**src/rtl/pc_bank.sv**
```systemverilog
// Per-thread program counter, NZP flags and hardware return stack
// for every thread of a core, plus the warp convergence flag.
package gpu_pkg;
    typedef enum logic [2:0] {
        IDLE    = 3'd0,
        FETCH   = 3'd1,
        DECODE  = 3'd2,
        REQUEST = 3'd3,
        WAIT    = 3'd4,
        EXECUTE = 3'd5,
        UPDATE  = 3'd6,
        DONE    = 3'd7
    } core_state_t;
endpackage

module pc_bank
    import gpu_pkg::*;
#(
    parameter int THREADS     = 4,
    parameter int ADDR_WIDTH  = 8,
    parameter int DATA_WIDTH  = 8,
    parameter int STACK_DEPTH = 4
) (
    input  logic                          clk,
    input  logic                          rst,
    input  logic [THREADS-1:0]            thread_enable,
    input  core_state_t                   core_state,
    input  logic [2:0]                    pc_op,
    input  logic                          nzp_write_enable,
    input  logic [2:0]                    branch_condition,
    input  logic [THREADS*DATA_WIDTH-1:0] alu_result,
    input  logic [ADDR_WIDTH-1:0]         branch_target,
    input  logic [ADDR_WIDTH-1:0]         current_pc,
    output logic [THREADS*ADDR_WIDTH-1:0] next_pc,
    output logic [THREADS*3-1:0]          nzp,
    output logic [THREADS-1:0]            stack_overflow,
    output logic [THREADS-1:0]            stack_underflow,
    output logic                          converged
);

    localparam int SPW = $clog2(STACK_DEPTH + 1);
    localparam int IW  = (STACK_DEPTH > 1) ? $clog2(STACK_DEPTH) : 1;
    localparam logic [SPW-1:0] DEPTH = SPW'(STACK_DEPTH);

    localparam logic [2:0] OP_BRANCH = 3'd1;
    localparam logic [2:0] OP_JUMP   = 3'd2;
    localparam logic [2:0] OP_CALL   = 3'd3;
    localparam logic [2:0] OP_RET    = 3'd4;

    logic [ADDR_WIDTH-1:0] pc_inc;
    logic [ADDR_WIDTH-1:0] pc_q [THREADS];

    assign pc_inc = current_pc + ADDR_WIDTH'(1);

    for (genvar t = 0; t < THREADS; t++) begin : g_thr
        logic [2:0]            nzp_q;
        logic [SPW-1:0]        sp_q;
        logic [ADDR_WIDTH-1:0] stack_q [STACK_DEPTH];
        logic                  ovf_q;
        logic                  udf_q;
        logic [IW-1:0]         push_idx;
        logic [IW-1:0]         pop_idx;
        logic                  take;

        assign push_idx = IW'(sp_q);
        assign pop_idx  = IW'(sp_q - SPW'(1));
        assign take     = |(nzp_q & branch_condition);

        always_ff @(posedge clk) begin
            if (rst) begin
                pc_q[t] <= '0;
                nzp_q   <= '0;
                sp_q    <= '0;
                ovf_q   <= 1'b0;
                udf_q   <= 1'b0;
                for (int k = 0; k < STACK_DEPTH; k++) begin
                    stack_q[k] <= '0;
                end
            end else if (thread_enable[t]) begin
                if (core_state == EXECUTE) begin
                    case (pc_op)
                        OP_BRANCH: pc_q[t] <= take ? branch_target : pc_inc;
                        OP_JUMP:   pc_q[t] <= branch_target;
                        OP_CALL: begin
                            pc_q[t] <= branch_target;
                            if (sp_q < DEPTH) begin
                                stack_q[push_idx] <= pc_inc;
                                sp_q <= sp_q + SPW'(1);
                            end else begin
                                ovf_q <= 1'b1;
                            end
                        end
                        OP_RET: begin
                            if (sp_q != '0) begin
                                pc_q[t] <= stack_q[pop_idx];
                                sp_q <= sp_q - SPW'(1);
                            end else begin
                                pc_q[t] <= pc_inc;
                                udf_q <= 1'b1;
                            end
                        end
                        default:   pc_q[t] <= pc_inc;
                    endcase
                end else if (core_state == UPDATE && nzp_write_enable) begin
                    nzp_q <= alu_result[t*DATA_WIDTH +: 3];
                end
            end
        end

        assign next_pc[t*ADDR_WIDTH +: ADDR_WIDTH] = pc_q[t];
        assign nzp[t*3 +: 3]      = nzp_q;
        assign stack_overflow[t]  = ovf_q;
        assign stack_underflow[t] = udf_q;
    end

    // Compare every enabled thread against the first enabled one.
    always_comb begin
        logic                  seen;
        logic [ADDR_WIDTH-1:0] ref_pc;
        converged = 1'b1;
        seen      = 1'b0;
        ref_pc    = '0;
        for (int t = 0; t < THREADS; t++) begin
            if (thread_enable[t]) begin
                if (!seen) begin
                    seen   = 1'b1;
                    ref_pc = pc_q[t];
                end else if (pc_q[t] != ref_pc) begin
                    converged = 1'b0;
                end
            end
        end
    end

endmodule

```
**config.mk**
```make
export PLATFORM = sky130hd
export DESIGN_NAME = pc_bank
export DESIGN_NICKNAME = d
export VERILOG_FILES = /design/src/rtl/pc_bank.sv
export SDC_FILE = /design/constraint.sdc
export NUM_CORES = 1
export LEC_CHECK = 0
export ABC_AREA = 0
export CAP_MARGIN = 20
export CORE_AREA = 2 2 152 154
export DETAILED_ROUTE_END_ITERATION = 8
export DIE_AREA = 0 0 154 156
export GPL_TIMING_DRIVEN = 1
export PLACE_DENSITY = 0.79
export SYNTH_ARGS = -nofsm -noshare
export SYNTH_HDL_FRONTEND = slang
export SYNTH_SLANG_ARGS = --single-unit
```
**constraint.sdc**
```tcl
create_clock -name clk -period 2.62 [get_ports clk]
set_input_delay 0.393 -clock clk [delete_from_list [all_inputs] [get_ports clk]]
set_output_delay 0.393 -clock clk [all_outputs]
set_load 0.01 [all_outputs]
```
* Word level (Yosys, flattened, before mapping)
Memories as Yosys holds them, arrays and structs flattened.
Cells that the tools add are included.
** Storage, ports and cells
- Memories kept :: 5
- Flip-flop bits (word level) :: 32
- Output and inout port bits :: 53
- Memory bits (read-only) :: 0
- Bits of input ports :: 64
- RAM bits :: 160
- Word-level logic and storage cells :: 318
- Bits in latches :: 0
** Cells by class
- Shift operators :: 0
- Order comparisons :: 4
- Add/sub/neg operators :: 9
- Divide/modulo/power cells :: 0
- Multipliers :: 0
- Bitwise logic cells :: 37
- Reductions and logical operators :: 31
- Muxes and demuxes :: 199
- Equal/unequal tests :: 17
** Memory list
- g_thr[0].stack_q :: words 4, bits a word 8, read ports 1, clocked after memory_dff 0, wr ports 4, line 58 : logic [ADDR_WIDTH-1:0] stack_q [STACK_DEPTH];
- g_thr[1].stack_q :: words 4, bits a word 8, read ports 1, clocked after memory_dff 0, wr ports 4, line 58
- g_thr[2].stack_q :: words 4, bits a word 8, read ports 1, clocked after memory_dff 0, wr ports 4, line 58
- g_thr[3].stack_q :: words 4, bits a word 8, read ports 1, clocked after memory_dff 0, wr ports 4, line 58
- pc_q :: words 4, bits a word 8, read ports 4, clocked after memory_dff 0, wr ports 4, line 51 : logic [ADDR_WIDTH-1:0] pc_q [THREADS];
** Operators with widths (number)
- $mux W8 :: 37
- $mux W1 :: 146
- $reduce_and A4 Y1 :: 8
- $reduce_or A8 Y1 :: 4
- $mux W3 :: 8
- $ne A8 B8 Y1 :: 3
- $or A1 B1 Y1 :: 24
- $pmux W3 S2 :: 4
- $reduce_and A5 Y1 :: 4
- $ne A2 B2 Y1 const B :: 8
- $add A3 B1 Y3 const B :: 4
- $and A3 B3 Y3 :: 4
- $lt A3 B3 Y1 const B :: 4
- $reduce_and A3 Y1 :: 4
- $reduce_bool A3 Y1 :: 4
- $reduce_or A3 Y1 :: 4
- $sub A3 B1 Y3 const B :: 4
- $eq A3 B3 Y1 const B :: 3
- $not A1 Y1 :: 9
- $add A8 B1 Y8 const B :: 1
- $mux W2 :: 4
- $eq A3 B2 Y1 const B :: 2
- $reduce_or A4 Y1 :: 1
- $eq A3 B1 Y1 const B :: 1
- other kinds (2) :: 2

* Depth between registers and ports, before layout
Gate-level depths: netlist (run 1).
- Word-level depth :: 12
- Mapped depth :: 9
- Depth with buffers taken out :: 8

* Worst setup path after synthesis (run 1)
No wires, ideal clock.
- Path type :: input to register
- Start :: input core_state[1]
- End :: memory g_thr[1].stack_q[3][0] (enable)
- Path buffers :: 2
- Setup time :: 0.398 ns
- Slack :: 0.150 ns
- Data required time :: 2.222 ns
- Arrival time :: 2.072 ns
- Cell stages on the path :: 6
- Path through :: and3b_1 -> buf_6 -> and4b_1 -> buf_6 -> nand2_4 -> o41ai_1
** RTL lines
- from (decl) :: line 27 : input core_state_t core_state,
- to (decl) :: line 58

* Worst setup path after layout (run 1)
- Start :: input thread_enable[1]
- End :: output converged
** On the way
- Longest elaborated chain between the ends :: 8
- Elaborated cells between the ends (all ways) :: 14
- Those cells by class :: eq/ne: 2; mux: 12
** Ends and longest elaborated chain
- from (decl) :: line 26 : input logic [THREADS-1:0] thread_enable,
- $mux W8 :: line 124 : if (thread_enable[t]) begin
- $ne A8 B8 Y1 :: line 128 : end else if (pc_q[t] != ref_pc) begin
- $mux W1 :: line 128
- $mux W1 :: line 125 : if (!seen) begin
- $mux W1 :: line 124
- $mux W1 :: line 128
- $mux W1 :: line 125
- $mux W1 (*) :: line 124
- to (decl) :: line 38 : output logic converged
Every way passes the cells marked *; elsewhere a longest branch is shown, timed or not.

==> results of run 1 <==
==> flip-flops by register name, indices dropped and copies added, names as in the netlist <==
register	cells
g_thr.stack_q	128
pc_q	32
g_thr.nzp_q	12
g_thr.sp_q	12
g_thr.ovf_q	4
g_thr.udf_q	4
==> synthesized netlist by cell type, drive strengths merged (6+ instances only) <==
cell type	n
o22ai	8
a32oi	20
a221oi	9
buf	41
dfxtp	32
a21boi	8
a211oi	8
nor2b	11
clkbuf	25
nand2b	8
o21ai	34
edfxtp	160
a21oi	31
inv	18
a22oi	7
and4b	8
nand3b	8
nor2	159
nand2	73
xnor2	22
mux4	32
ha	13
a31oi	7
nor3	6
xor2	10
nand3	34
==> metal layers <==
metal,up-vias,part of all wire [%],routed length (um)
li1,3475,-,-
met4,0,3.5,952
met5,-,0,0
met1,3741,39,10800
met2,419,49,13500
met3,77,8.2,2240
==> how the worst max path moves through the flow <==
stage                              to              from  slack [ns]  cells past startpoint
6_report                    converged  thread_enable[1]       -0.11                      8
2_1_floorplan  g_thr[1].stack_q[3][0]     core_state[1]        0.15                      6
5_1_grt                     converged        pc_q[3][5]       -0.15                      7
3_3_place_gp                converged  thread_enable[1]       -0.62                      9
4_1_cts                     converged        pc_q[3][0]       -0.05                      7
3_5_place_dp                converged  thread_enable[1]       -0.65                      9
==> report_power, final <==
group	internal [mW]	switching, mW
clock network	1.25	1.19
logic	0.306	0.394
registers	3.39	0.0489
total	4.94	1.64
==> per-stage QoR <==
step / hold WS, ns / power, mW
finish: 0.344 / 6.58
global route: 0.325 / 6.76
CTS: 0.317 / 6.58
detailed placement: 0.463 / 4.17
global placement: 0.457 / 4.16
floorplan: 0.434 / 3.81
==> critical path, delay by kind of cell <==
family	cells	cell delay (ns)
buffers and inverters	3	0.72
AOI/OAI and AO/OA	3	0.83
and+or+nand+nor	2	0.39
==> cell type report <==
type,instances,area [um2]
clock buffers,18,429
repair buffers,205,1890
well taps,285,357
clock inverters,14,120
fillers,1780,9870
multi-input cells,574,4190
flip-flops and latches,192,5450
inverters,18,67.6
==> timing repair <==
action                                  4_1_cts  5_1_grt
gates resized for setup                      11        4
cloned                                        1        0
endpoints found under the setup margin        1        1
setup buffers                                 0        2
pin swaps                                     9        6
==> kinds of logic after synthesis <==
logic type	Yosys count
AOI/OAI and AO/OA	160
xor gates and xnor gates	32
adders and majority gates	13
buffers and inverters	84
DFF	192
muxes	34
and+or+nand+nor	335
==> impl_metrics.ini, run 1 <==
[global_routing]
grt_first_pass_wirelength_um = 42300
grt.overflow.total = 0
met3_usage_pct = 3.67
grt_busiest_layer = met2
grt_start_max_net_pins = 39
grtUsageMet1_pct = 29.0
grt_util_met2_pct = 39.6
grt_usage_pct = 23.0
antenna_found_initial = 0
grt_pass1_vias = 7625

[flow_run]
maxCapViolations = 0

[critical_path]
reg2reg_depth = 6
arrival_ns = 2.33
worstPathMaxFanout = 10
critical_path.slowest_cell = a221oi_2
start_kind = primary input
slowest_delay_ns = 0.40
critical_path.cell_chain = dlygate4sd2_1, bufbuf_16, a221oi_2, nor2_1, o41ai_2, a31oi_1, and4b_1, buf_2
critPathRequiredTime_ns = 2.23
rrSetupSlack_ns = 0.48
reg2reg_from = g_thr[2].sp_q[1]
criticalPathCategory = in -> out
cp-end-kind = primary output
r2r_end = pc_q[2][0]

[placed_design]
gp_congestion = 1.02
dpl_cell_area_um2 = 11800
place_ws_ns = -0.648
hpwl_um = 19900
placed_cells = 1270
io_buffer_count = 96

[yosys]
ys_seq_area_share_pct = 54.6
postSynthAreaPerCell_um2 = 11.7
ys_ff_latch = 192
synth_mux_area_share_pct = 7.43
yosys-top-cells-area = edfxtp_1 (48%), mux4_2 (7.2%), dfxtp_1 (6.4%)
synth_flop_cell = edfxtp_1
synth-edff-count = 160
synth_top_family_by_area = simple AND/OR/NAND/NOR gates
yosysUniqueCellTypes = 74
yosys.area.top_type = edfxtp_1
ys_warn_count = 0
synth_top_cell_area_share_pct = 48.1
synth_compound_area_share_pct = 12.0
synth_area_um2 = 9980
synthAdderAreaFrac_pct = 1.63
synth-xor-area-share_pct = 2.81
synth-async-reset-ratio_pct = 0
synth_cells = 850
synth_nets = 927
synth_simple_gate_area_share_pct = 17.3

[drt]
dr.pass1.iters = 6
post_drt_wl_per_cell_um = 21.0
first_iter_violations = 828
totalWireLength_um = 27400
avgViaCountPerCell = 5.91
drc = 0
antenna_left = 0
dr_total_vias = 7712

[floorplan]
start_util_pct = 44.6
design.die.area_um2 = 24000
die_h_um = 156
coreArea_um2 = 22400
rows = 55
io-pin-count = 117
die_w_um = 154

[layout]
n_antenna_cell = 0
stdcell_count = 1306
area_growth_pct = 25.1
design_area_um2 = 12500
final_cell_mix = edfxtp_1 (160), nor2_1 (154), buf_4 (98)
drive_gt1_share_pct = 23.0
final_common_cell = edfxtp_1
postLayoutCoreUtil_pct = 55.9
nNetsFinal = 1085

[run_status]
violations = negative setup slack
status = finished with violations

[clocking]
clk_pin_slew_ns = 0.07
clock_sinks = 192
htree_levels = 4
numCtsBuffers = 17
cts_tree = done
ctsHoldBuffers = 0
cts.path.max_buffers = 2
root_buffer = clkbuf_16
worst_skew_pair.late_latency_ns = 0.44

[timing]
slew_headroom_pct = 54.7
finClkSkew_ns = 0.0218
fmax_ghz = 0.367
setup_tns_ns = -0.105
finalCritPeriodShare_pct = 104
worstMarginPinSlew_ns = 0.677
rsz0062_at_grt = true
setup-violations-final = 1
slew_viol_final = 0
fin_ws_ns = -0.105
hold_viol_final = 0
finalCriticalPeriod_ns = 2.73

[power_and_ir_drop]
power.leakage_nw = 4.48
powerDensity_nw_per_um2 = 527
vdd_drop_max_v = 0.000448

[min_path]
holdPathStages = 2
holdPathEnd = g_thr[2].nzp_q[2]
hp-start = rst
hold_path_class = in -> reg
No activity file was read; power rests on OpenSTA's default activity.
==> run 2, diff against run 1 <==
- CORE_AREA: 2 2 152 154 -> 2 2 143 145
- DIE_AREA: 0 0 154 156 -> 0 0 145 147
- PLACE_DENSITY: 0.79 -> 0.86
==> impl_metrics.ini, run 2 (same netlist as run 1, synthesis figures left out) <==
[timing]
fmax_ghz = 0.367
fin_ws_ns = -0.103
finalCritPeriodShare_pct = 104
finClkSkew_ns = 0.0105
rsz0062_at_grt = true
finalCriticalPeriod_ns = 2.72
hold_viol_final = 0
slew_headroom_pct = 52.5
worstMarginPinSlew_ns = 0.709
slew_viol_final = 0
setup-violations-final = 1

[clocking]
ctsHoldBuffers = 0
root_buffer = clkbuf_16
clk_pin_slew_ns = 0.07
cts_tree = done
cts.path.max_buffers = 2
numCtsBuffers = 17
clock_sinks = 192
worst_skew_pair.late_latency_ns = 0.45
htree_levels = 4

[power_and_ir_drop]
power.leakage_nw = 4.48
total_power_mw = 6.54
vdd_drop_max_v = 0.000516
powerDensity_nw_per_um2 = 523

[floorplan]
die_w_um = 145
coreArea_um2 = 19800
design.die.area_um2 = 21300
start_util_pct = 50.3
rows = 52
die_h_um = 147
io-pin-count = 117

[layout]
largest_reg_flops = 128
fillers = 1466
stdcell_count = 1288
top_regs = g_thr.stack_q (128), pc_q (32)
final_cell_mix = edfxtp_1 (160), nor2_1 (154), buf_4 (95)
drive_gt1_share_pct = 23.0
design_area_um2 = 12500
n_antenna_cell = 0
top_register = g_thr.stack_q
area_growth_pct = 25.2
nNetsFinal = 1083
final_common_cell = edfxtp_1

[drt]
antenna_left = 0
first_iter_violations = 940
drc = 0
dr.pass1.iters = 6
dr_total_vias = 7732
totalWireLength_um = 27000
post_drt_wl_per_cell_um = 21.0
avgViaCountPerCell = 6.00

[placed_design]
hpwl_um = 19800
gp_congestion = 0.920
placed_cells = 1254
place_ws_ns = -0.641
dpl_cell_area_um2 = 11900
io_buffer_count = 96

[critical_path]
critPathRequiredTime_ns = 2.23
start_kind = flip-flop
worstPathMaxFanout = 4
criticalPathCategory = reg -> out
arrival_ns = 2.33
cp-end-kind = primary output

[global_routing]
grt_start_max_net_pins = 27
grt.overflow.total = 0
antenna_found_initial = 0
grt_pass1_vias = 7513
grt_usage_pct = 25.7
grt_first_pass_wirelength_um = 41800

[flow_run]
maxCapViolations = 0

[run_status]
status = finished with violations
violations = negative setup slack

[min_path]
hold_path_class = reg -> reg
run 2: per-stage QoR:
stage / hold slack, ns / utilization [%] / TNS [ns]
after floorplan: 0.434 / - / 0
after global placement: 0.459 / 59.7 / -0.639
after detailed placement: 0.467 / 59.7 / -1.36
after CTS: 0.480 / 62.7 / -0.0851
after global routing: 0.507 / 63.0 / -0.206
final: 0.478 / 63.0 / -0.103
run 2: cell type report:
cell class | count | area, um2 | area share, %
clock inverter | 12 | 104 | 0.831
timing repair buffer | 203 | 1900 | 15.2
inverter | 18 | 67.6 | 0.541
tap | 270 | 338 | 2.70
clock buffer | 19 | 433 | 3.46
sequential | 192 | 5450 | 43.6
multi-input combinational | 574 | 4210 | 33.7
run 2: power breakdown:
group	total [mW]	internal, mW	leakage (nW)	switching, mW
logic	0.707	0.313	2.29	0.393
registers	3.44	3.39	1.92	0.0524
clock network	2.39	1.23	0.259	1.16
total	6.54	4.93	4.48	1.61
run 2: worst paths after layout:
| check | cells after the start | end | slack, ns | startpoint |
|---|---|---|---|---|
| worst max-delay path | 7 | converged | -0.10 | pc_q[0][0] |
| worst min register to register | 2 | g_thr[2].ovf_q | 0.48 | g_thr[2].ovf_q |
| worst max register to register | 6 | pc_q[2][7] | 0.42 | g_thr[2].sp_q[1] |
| worst min-delay path | 2 | g_thr[2].ovf_q | 0.48 | g_thr[2].ovf_q |
run 2: per-layer routing:
layer	up-vias	GRT usage, %	wire length [um]
met4	0	13.6	1370
li1	3471	-	-
met2	450	42.7	13000
met5	-	0	0
met3	94	4.50	2320
met1	3717	32.4	10300
run 2: critical path, cell delays in order, from the launching register on:
cell       delay (ns)
edfxtp_1         0.50
xor2_1           0.20
o41ai_2          0.25
nand3_1          0.20
a2111oi_4        0.24
a31oi_1          0.12
and4b_1          0.24
buf_2            0.13
run 2: repair_timing:
item	CTS	global route
endpoints found under the setup margin	1	1
setup buffers	1	0
resized for setup	9	7
pin swaps	5	3
cloned	1	0
==> run 3, diff against run 2 <==
- SLEW_MARGIN: default -> 10
==> results of run 3 <==
The final DEF is identical to that of run 2; final timing and power are the same.
